`config.mk`:
```
export PLATFORM = sky130hd
export DESIGN_NAME = simple_axi_write_arbiter
export DESIGN_NICKNAME = d
export VERILOG_FILES = /design/src/rtl/simple_axi_write_arbiter.sv
export SDC_FILE = /design/constraint.sdc
export NUM_CORES = 1
export LEC_CHECK = 0
export CAP_MARGIN = 20
export CORE_AREA = 4 4 91 93
export DETAILED_ROUTE_END_ITERATION = 8
export DIE_AREA = 0 0 95 97
export PLACE_DENSITY = 0.73
export SLEW_MARGIN = 20
export SYNTH_ARGS = -nofsm -noshare
export SYNTH_HDL_FRONTEND = slang
export SYNTH_SLANG_ARGS = --single-unit
```
`constraint.sdc`:
```
create_clock -name clk_i -period 1.4 [get_ports clk_i]
set_input_delay 0.28 -clock clk_i [delete_from_list [all_inputs] [get_ports clk_i]]
set_output_delay 0.28 -clock clk_i [all_outputs]
set_load 0.01 [all_outputs]
```
`src/rtl/simple_axi_write_arbiter.sv`:
```
// simple_axi_write_arbiter
// Round-robin arbiter sharing one simple-AXI write port between N_MASTERS
// requesters. A grant is held from request until the final data-word
// handshake with last. A one-cycle RELEASE gap separates transactions.
// The data path is purely combinational: zero added latency, no buffering.
module simple_axi_write_arbiter #(
    parameter int N_MASTERS  = 2,
    parameter int AXI_ADDR_W = 32,
    parameter int AXI_DATA_W = 32,
    parameter int LEN_W      = 8
) (
    input  logic                                  clk_i,
    input  logic                                  rst_i,
    input  logic [N_MASTERS-1:0]                  s_wvalid_i,
    output logic [N_MASTERS-1:0]                  s_wready_o,
    input  logic [N_MASTERS*AXI_ADDR_W-1:0]       s_waddr_i,
    input  logic [N_MASTERS*AXI_DATA_W-1:0]       s_wdata_i,
    input  logic [(N_MASTERS*AXI_DATA_W/8)-1:0]   s_wstrb_i,
    input  logic [N_MASTERS*LEN_W-1:0]            s_wlen_i,
    output logic [N_MASTERS-1:0]                  s_wlast_o,
    output logic                                  m_wvalid_o,
    input  logic                                  m_wready_i,
    output logic [AXI_ADDR_W-1:0]                 m_waddr_o,
    output logic [AXI_DATA_W-1:0]                 m_wdata_o,
    output logic [(AXI_DATA_W/8)-1:0]             m_wstrb_o,
    output logic [LEN_W-1:0]                      m_wlen_o,
    input  logic                                  m_wlast_i,
    output logic [N_MASTERS-1:0]                  grant_o,
    output logic                                  busy_o
);

    localparam int STRB_W = AXI_DATA_W / 8;
    localparam int PTR_W  = $clog2(N_MASTERS);
    // One extra bit so rr_ptr + offset can exceed N_MASTERS-1 before the wrap.
    localparam int IDX_W  = PTR_W + 1;

    typedef enum logic [1:0] {
        S_IDLE    = 2'd0,
        S_GRANT   = 2'd1,
        S_RELEASE = 2'd2
    } state_t;

    state_t                 r_state;
    state_t                 w_state_nxt;
    logic [N_MASTERS-1:0]   r_grant;
    logic [N_MASTERS-1:0]   w_grant_nxt;
    logic [PTR_W-1:0]       r_gidx;
    logic [PTR_W-1:0]       w_gidx_nxt;
    logic [PTR_W-1:0]       r_rr_ptr;
    logic [PTR_W-1:0]       w_rr_ptr_nxt;
    logic [PTR_W-1:0]       w_win_idx;
    logic                   w_win_found;
    logic [IDX_W-1:0]       w_scan_idx;
    logic                   w_txn_end;

    // Winner search: first valid requester from rr_ptr upward, wrapping explicitly
    // so a non-power-of-2 N_MASTERS never selects a nonexistent requester.
    always_comb begin
        // NOTE: every variable written here gets a default first, otherwise
        // paths that skip an assignment infer a latch.
        w_win_idx   = '0;
        w_win_found = 1'b0;
        w_scan_idx  = '0;
        for (int i = 0; i < N_MASTERS; i++) begin
            w_scan_idx = {1'b0, r_rr_ptr} + IDX_W'(i);
            if (w_scan_idx >= IDX_W'(N_MASTERS)) begin
                w_scan_idx = w_scan_idx - IDX_W'(N_MASTERS);
            end
            if (!w_win_found && s_wvalid_i[w_scan_idx[PTR_W-1:0]]) begin
                w_win_found = 1'b1;
                w_win_idx   = w_scan_idx[PTR_W-1:0];
            end
        end
    end

    // Data path: in GRANT the master port is a straight mux of the owner's slice.
    always_comb begin
        m_wvalid_o = 1'b0;
        m_waddr_o  = '0;
        m_wdata_o  = '0;
        m_wstrb_o  = '0;
        m_wlen_o   = '0;
        s_wready_o = '0;
        s_wlast_o  = '0;
        if (r_state == S_GRANT) begin
            m_wvalid_o         = s_wvalid_i[r_gidx];
            m_waddr_o          = s_waddr_i[r_gidx*AXI_ADDR_W +: AXI_ADDR_W];
            m_wdata_o          = s_wdata_i[r_gidx*AXI_DATA_W +: AXI_DATA_W];
            m_wstrb_o          = s_wstrb_i[r_gidx*STRB_W +: STRB_W];
            m_wlen_o           = s_wlen_i[r_gidx*LEN_W +: LEN_W];
            s_wready_o[r_gidx] = m_wready_i;
            s_wlast_o[r_gidx]  = m_wlast_i;
        end
    end

    assign w_txn_end = m_wvalid_o & m_wready_i & m_wlast_i;

    // Next-state logic: grant on any request in IDLE, release on the last handshake.
    always_comb begin
        w_state_nxt  = r_state;
        w_grant_nxt  = r_grant;
        w_gidx_nxt   = r_gidx;
        w_rr_ptr_nxt = r_rr_ptr;
        case (r_state)
            S_IDLE: begin
                if (w_win_found) begin
                    w_state_nxt            = S_GRANT;
                    w_grant_nxt            = '0;
                    w_grant_nxt[w_win_idx] = 1'b1;
                    w_gidx_nxt             = w_win_idx;
                end
            end
            S_GRANT: begin
                if (w_txn_end) begin
                    w_state_nxt  = S_RELEASE;
                    w_grant_nxt  = '0;
                    w_rr_ptr_nxt = (r_gidx == PTR_W'(N_MASTERS - 1)) ? '0 : r_gidx + PTR_W'(1);
                end
            end
            S_RELEASE: begin
                w_state_nxt = S_IDLE;
            end
            default: begin
                w_state_nxt = S_IDLE;
                w_grant_nxt = '0;
            end
        endcase
    end

    // State, grant and pointer registers; reset clears the grant immediately.
    always_ff @(posedge clk_i or posedge rst_i) begin
        if (rst_i) begin
            r_state  <= S_IDLE;
            r_grant  <= '0;
            r_gidx   <= '0;
            r_rr_ptr <= '0;
        end else begin
            // NOTE: non-blocking assignments so every register samples the
            // pre-edge values regardless of statement order.
            r_state  <= w_state_nxt;
            r_grant  <= w_grant_nxt;
            r_gidx   <= w_gidx_nxt;
            r_rr_ptr <= w_rr_ptr_nxt;
        end
    end

    assign grant_o = r_grant;
    assign busy_o  = (r_state != S_IDLE);

endmodule
```
==> results <==
- Counting instances in the post-synthesis netlist gives the leading cell types as sky130_fd_sc_hd__nor2_1, sky130_fd_sc_hd__mux2i_1, sky130_fd_sc_hd__buf_2.
- The post-synthesis compound-gate area fraction is roughly 2.7%.
- The run finished, with violations left.
- The final hold violation count is 0.
- Fill cells in the final layout number just over 700.
- STA classifies the critical path startpoint as a flop.
- The root buffer cell is sky130_fd_sc_hd__clkbuf_8.
- Compared with the post-synthesis result, the final layout area differs by 181%.
- The proportion of synthesized flip-flops having asynchronous set or reset is 100%.
- The worst pin sits at a relative slew slack of between 80% and 90%.
- The sum of met3 wire segment lengths after detailed routing is roughly 760 um.
- between 200 and 250 I/O pins were placed.
- The synthesized area per cell is between 7 and 8 um2.
- The highest ir drop seen on vdd is approximately 0.00075 V.
- Across the whole layout, storage elements account for ~150 um2.
- sky130_fd_sc_hd__nor2_1 is the most common cell in the netlist.
- The pin count of the biggest net entering global routing is 43.
- The slowest cell on the critical path is sky130_fd_sc_hd__dfrtp_4.
- The first-pass iteration count of the detailed router is 4.
- Setup violations remaining at the end of the flow were counted as 82.
- In this run, synthesis inferred 0 flip-flops with an integrated enable.
- Counting the buffers created by CTS gives 3.
- The worst setup path is of the flop to output pin kind.
- In the detailed route, the total length drawn on met2 is 5090 um.
- The final critical path takes up 127% of the cycle.
- Ranked by total cell area, the synthesized netlist is headed by sky130_fd_sc_hd__mux2i_1, sky130_fd_sc_hd__nor2_1, sky130_fd_sc_hd__dfrtp_1.
- The CTS H-tree depth is 1.
- The simple-gate portion of the synthesized area is about a quarter.
- The number of nets with antenna violations after detailed routing is 0.
- Summing the sequential cell areas from Yosys gives under 10% of the chip area.
- On the worst path, the slowest cell contributes a delay of 550 ps.
- The share of synthesized cell area in full adder, half adder and majority cells is 0%.
- For this run, design rule violations remaining after detail routing come to 0.
- The fmax is 562 MHz.
- The TritonCTS clock tree is yes.
- The number of rows created at floorplan is 32.
- The first-iteration detailed-routing DRC count is 24.
- The highest metal layer with signal wires is met4.
- The most frequently used flop master after synthesis is sky130_fd_sc_hd__dfrtp_1.
- The area occupied by multi-input gates is 1310 um2.
- The final reports fail on negative setup slack.
- The number of antenna violations at the first check in global routing is 0.
- The path category of the worst min-delay check is input pin to async pin.
- The mux share of post-synthesis cell area is 52.0%.
- The final standard cell utilization of the core is a little under three fifths.
- The worst setup skew after layout is between 4 and 5 ps.
- The region available for standard cell placement spans approximately 7500 um2.
- The number of global-route vias before repair is between 2000 and 3000.
- In this run the static leakage power is between 2 and 2.5 nW.
- The HPWL after detailed placement is roughly 7000 um.
- Summed over all layers, the routed wires come to a little over 9000 um.
- The worst setup slack before clock tree synthesis is -500 ps.
- At the pin with the least slew margin, the transition time is 255 ps.
- The clock transition time at the flip-flop clock pins of the worst setup and hold paths is roughly 40 ps.
- At the worst endpoint, the arrival time is about 1500 ps.
- The mean number of vias per cell is between 4 and 5.
- The total of hold buffers inserted after clock tree synthesis is 0.
- The total number of vias is roughly 2500.
- The maximum buffer depth of the clock tree is 2.
- The Yosys step of the flow raised 0 warnings.
- The area share of the largest cell type after synthesis is about 52%.
- Setup repair after global routing could not meet its margin everywhere.
- The post-synthesis cell type count is 16.
- The count of antenna diodes in the layout is 0.
- sky130_fd_sc_hd__mux2i_1 takes more of the synthesized area than any other cell.
- Power comes to around 6.5 mW.
- In this run, synthesis produced a sequential element count of 6.
- Of all nets on the critical path, the largest fanout is 7.
- Counting every sink on the clock net gives 6.
- The detailed-routing wirelength on met1 is between 3000 and 4000 um.
- Across all setup checks in the final design, the least slack found is -379 ps.
- The full die area is just over 9000 um2.
- The main combinational cell family by area after synthesis is multiplexers.
- The total track usage is 18.5%.
- The die height is 97 um.
- Dividing the detail-routed wire length by the instance count gives ~16 um.
- The number of nets in the finished design is 623.
- The count of buffers added on input and output ports is between 200 and 250.
- The worst setup path is captured at an output pin.
- The die extent in x is roughly 95 um.
- The final estimated routing congestion in global placement is between 0.8 and 0.9.
- The first global-routing pass estimated around 13000 um of wire.
- The fraction of final layout cells sized beyond drive strength 1 is 26.9%.
- For the worst setup path, the data required time is 1120 ps.
- Summed over all layers, the global routing overflow is 0.
- After Yosys synthesis, XOR and XNOR cells account for 0% of the synthesized area.
- The final count of pins violating max slew is 0.
- Walking the worst path, the cells encountered are buf_12 -> clkbuf_16 -> mux2i_2 -> nor2_1 -> buf_2.
- The post-synth design cell area is about 1500 um2.
- The post-synth net total is about 370.
- For this design the ratio of total power to cell area is roughly 1500 nW/um2.
- Max-cap violations in this run came to 0.
- The gate count of the mapped netlist is roughly 210.
- The final critical delay including setup and external delays is between 1500 and 2000 ps.
- For the worst-skew pair, the clock arrives at the later sink with an insertion delay of approximately 220 ps.
- The initial utilization of the core area, before any placement, comes to between 10% and 20%.
critical path: cells and delay by family (launching register included):
kind	cells	cell delay, ps
mux	1	140
flops	1	550
buf+inv	3	480
simple gates	1	100
per-layer routing:
layer	vias up	track usage [%]
met5	-	0
met4	0	5.55
met3	12	4.51
met2	114	36.0
met1	1147	18.7
li1	1222	-
layout by cell type, fill, tap and decap left out:
| cell | n |
|---|---|
| sky130_fd_sc_hd__clkdlybuf4s50_1 | 157 |
| sky130_fd_sc_hd__nor2_1 | 77 |
| sky130_fd_sc_hd__buf_2 | 70 |
| sky130_fd_sc_hd__mux2i_1 | 69 |
| sky130_fd_sc_hd__buf_16 | 9 |
| sky130_fd_sc_hd__dlygate4sd2_1 | 9 |
| sky130_fd_sc_hd__buf_6 | 9 |
| sky130_fd_sc_hd__mux2i_2 | 7 |
| sky130_fd_sc_hd__buf_4 | 7 |
| sky130_fd_sc_hd__nand2_1 | 6 |
| sky130_fd_sc_hd__buf_12 | 6 |
| sky130_fd_sc_hd__dfrtp_1 | 5 |
| sky130_fd_sc_hd__inv_1 | 4 |
| sky130_fd_sc_hd__nand2b_1 | 3 |
| sky130_fd_sc_hd__clkbuf_8 | 3 |
| sky130_fd_sc_hd__mux2i_4 | 2 |
| sky130_fd_sc_hd__nor3_1 | 2 |
| sky130_fd_sc_hd__a32oi_1 | 2 |
| sky130_fd_sc_hd__nor2_4 | 2 |
| sky130_fd_sc_hd__and3_4 | 2 |
| sky130_fd_sc_hd__nand2b_2 | 1 |
| sky130_fd_sc_hd__nor3_4 | 1 |
| sky130_fd_sc_hd__nor2b_1 | 1 |
| sky130_fd_sc_hd__o22ai_2 | 1 |
| sky130_fd_sc_hd__nor2_2 | 1 |
| sky130_fd_sc_hd__nand2_2 | 1 |
| sky130_fd_sc_hd__a32o_1 | 1 |
| sky130_fd_sc_hd__o22ai_1 | 1 |
| sky130_fd_sc_hd__clkbuf_1 | 1 |
| sky130_fd_sc_hd__clkbuf_16 | 1 |
| sky130_fd_sc_hd__clkdlybuf4s15_1 | 1 |
| sky130_fd_sc_hd__buf_8 | 1 |
| sky130_fd_sc_hd__dfrtp_4 | 1 |
area by class of cell:
| type | count | share of cell area (%) |
|---|---|---|
| clock buffer | 4 | 1.07 |
| inverter | 4 | 0.356 |
| multi-input combinational | 180 | 31.0 |
| sequential | 6 | 3.65 |
| tap | 102 | 3.02 |
| timing repair buffer | 270 | 60.9 |
per-stage QoR:
| stage | hold WS, ps | cells | cell area [um2] | setup TNS (ps) |
|---|---|---|---|---|
| after CTS | 276 | 563 | 4110 | -23790 |
| final | 272 | 566 | 4220 | -23900 |
| after floorplan | 71.0 | 208 | 1500 | -936 |
| after global routing | 303 | 566 | 4220 | -28970 |
| after global placement | 512 | 545 | 4070 | -30620 |
| after detailed placement | 517 | 545 | 4070 | -31290 |
registers in the layout (all words and copies together), names as in the netlist:
signal and cells:
r_gidx 1, r_rr_ptr 1, grant_o 2, r_state 2
report_power, final:
part	internal, mW	total [mW]	switching [mW]
registers	0.250	0.353	0.102
logic	3.30	5.88	2.58
clock network	0.196	0.273	0.0769
worst paths after layout:
path / startpoint / to / slack [ps] / cells past startpoint
max: r_gidx / m_waddr_o[12] / -380 / 5
min: rst_i / grant_o[1] / 270 / 2
max reg2reg: r_gidx / r_rr_ptr / 0 / 4
min reg2reg: r_state[1] / r_state[0] / 550 / 2
max in group asynchronous: rst_i / r_gidx / 920 / 2
min in group clk_i: r_state[1] / r_state[0] / 550 / 2
logic make-up after synthesis:
group,Yosys count
AOI/OAI and AO/OA,5
DFF,6
buffers and inverters,22
and+or+nand+nor,97
muxes,78
timing repair:
action	in CTS	in global routing
setup endpoints to repair	84	85
buffers inserted	6	2
cloned	8	1
resized for setup	332	18
pin swaps	9	22
Note: power is estimated with default switching activity, not from simulation.
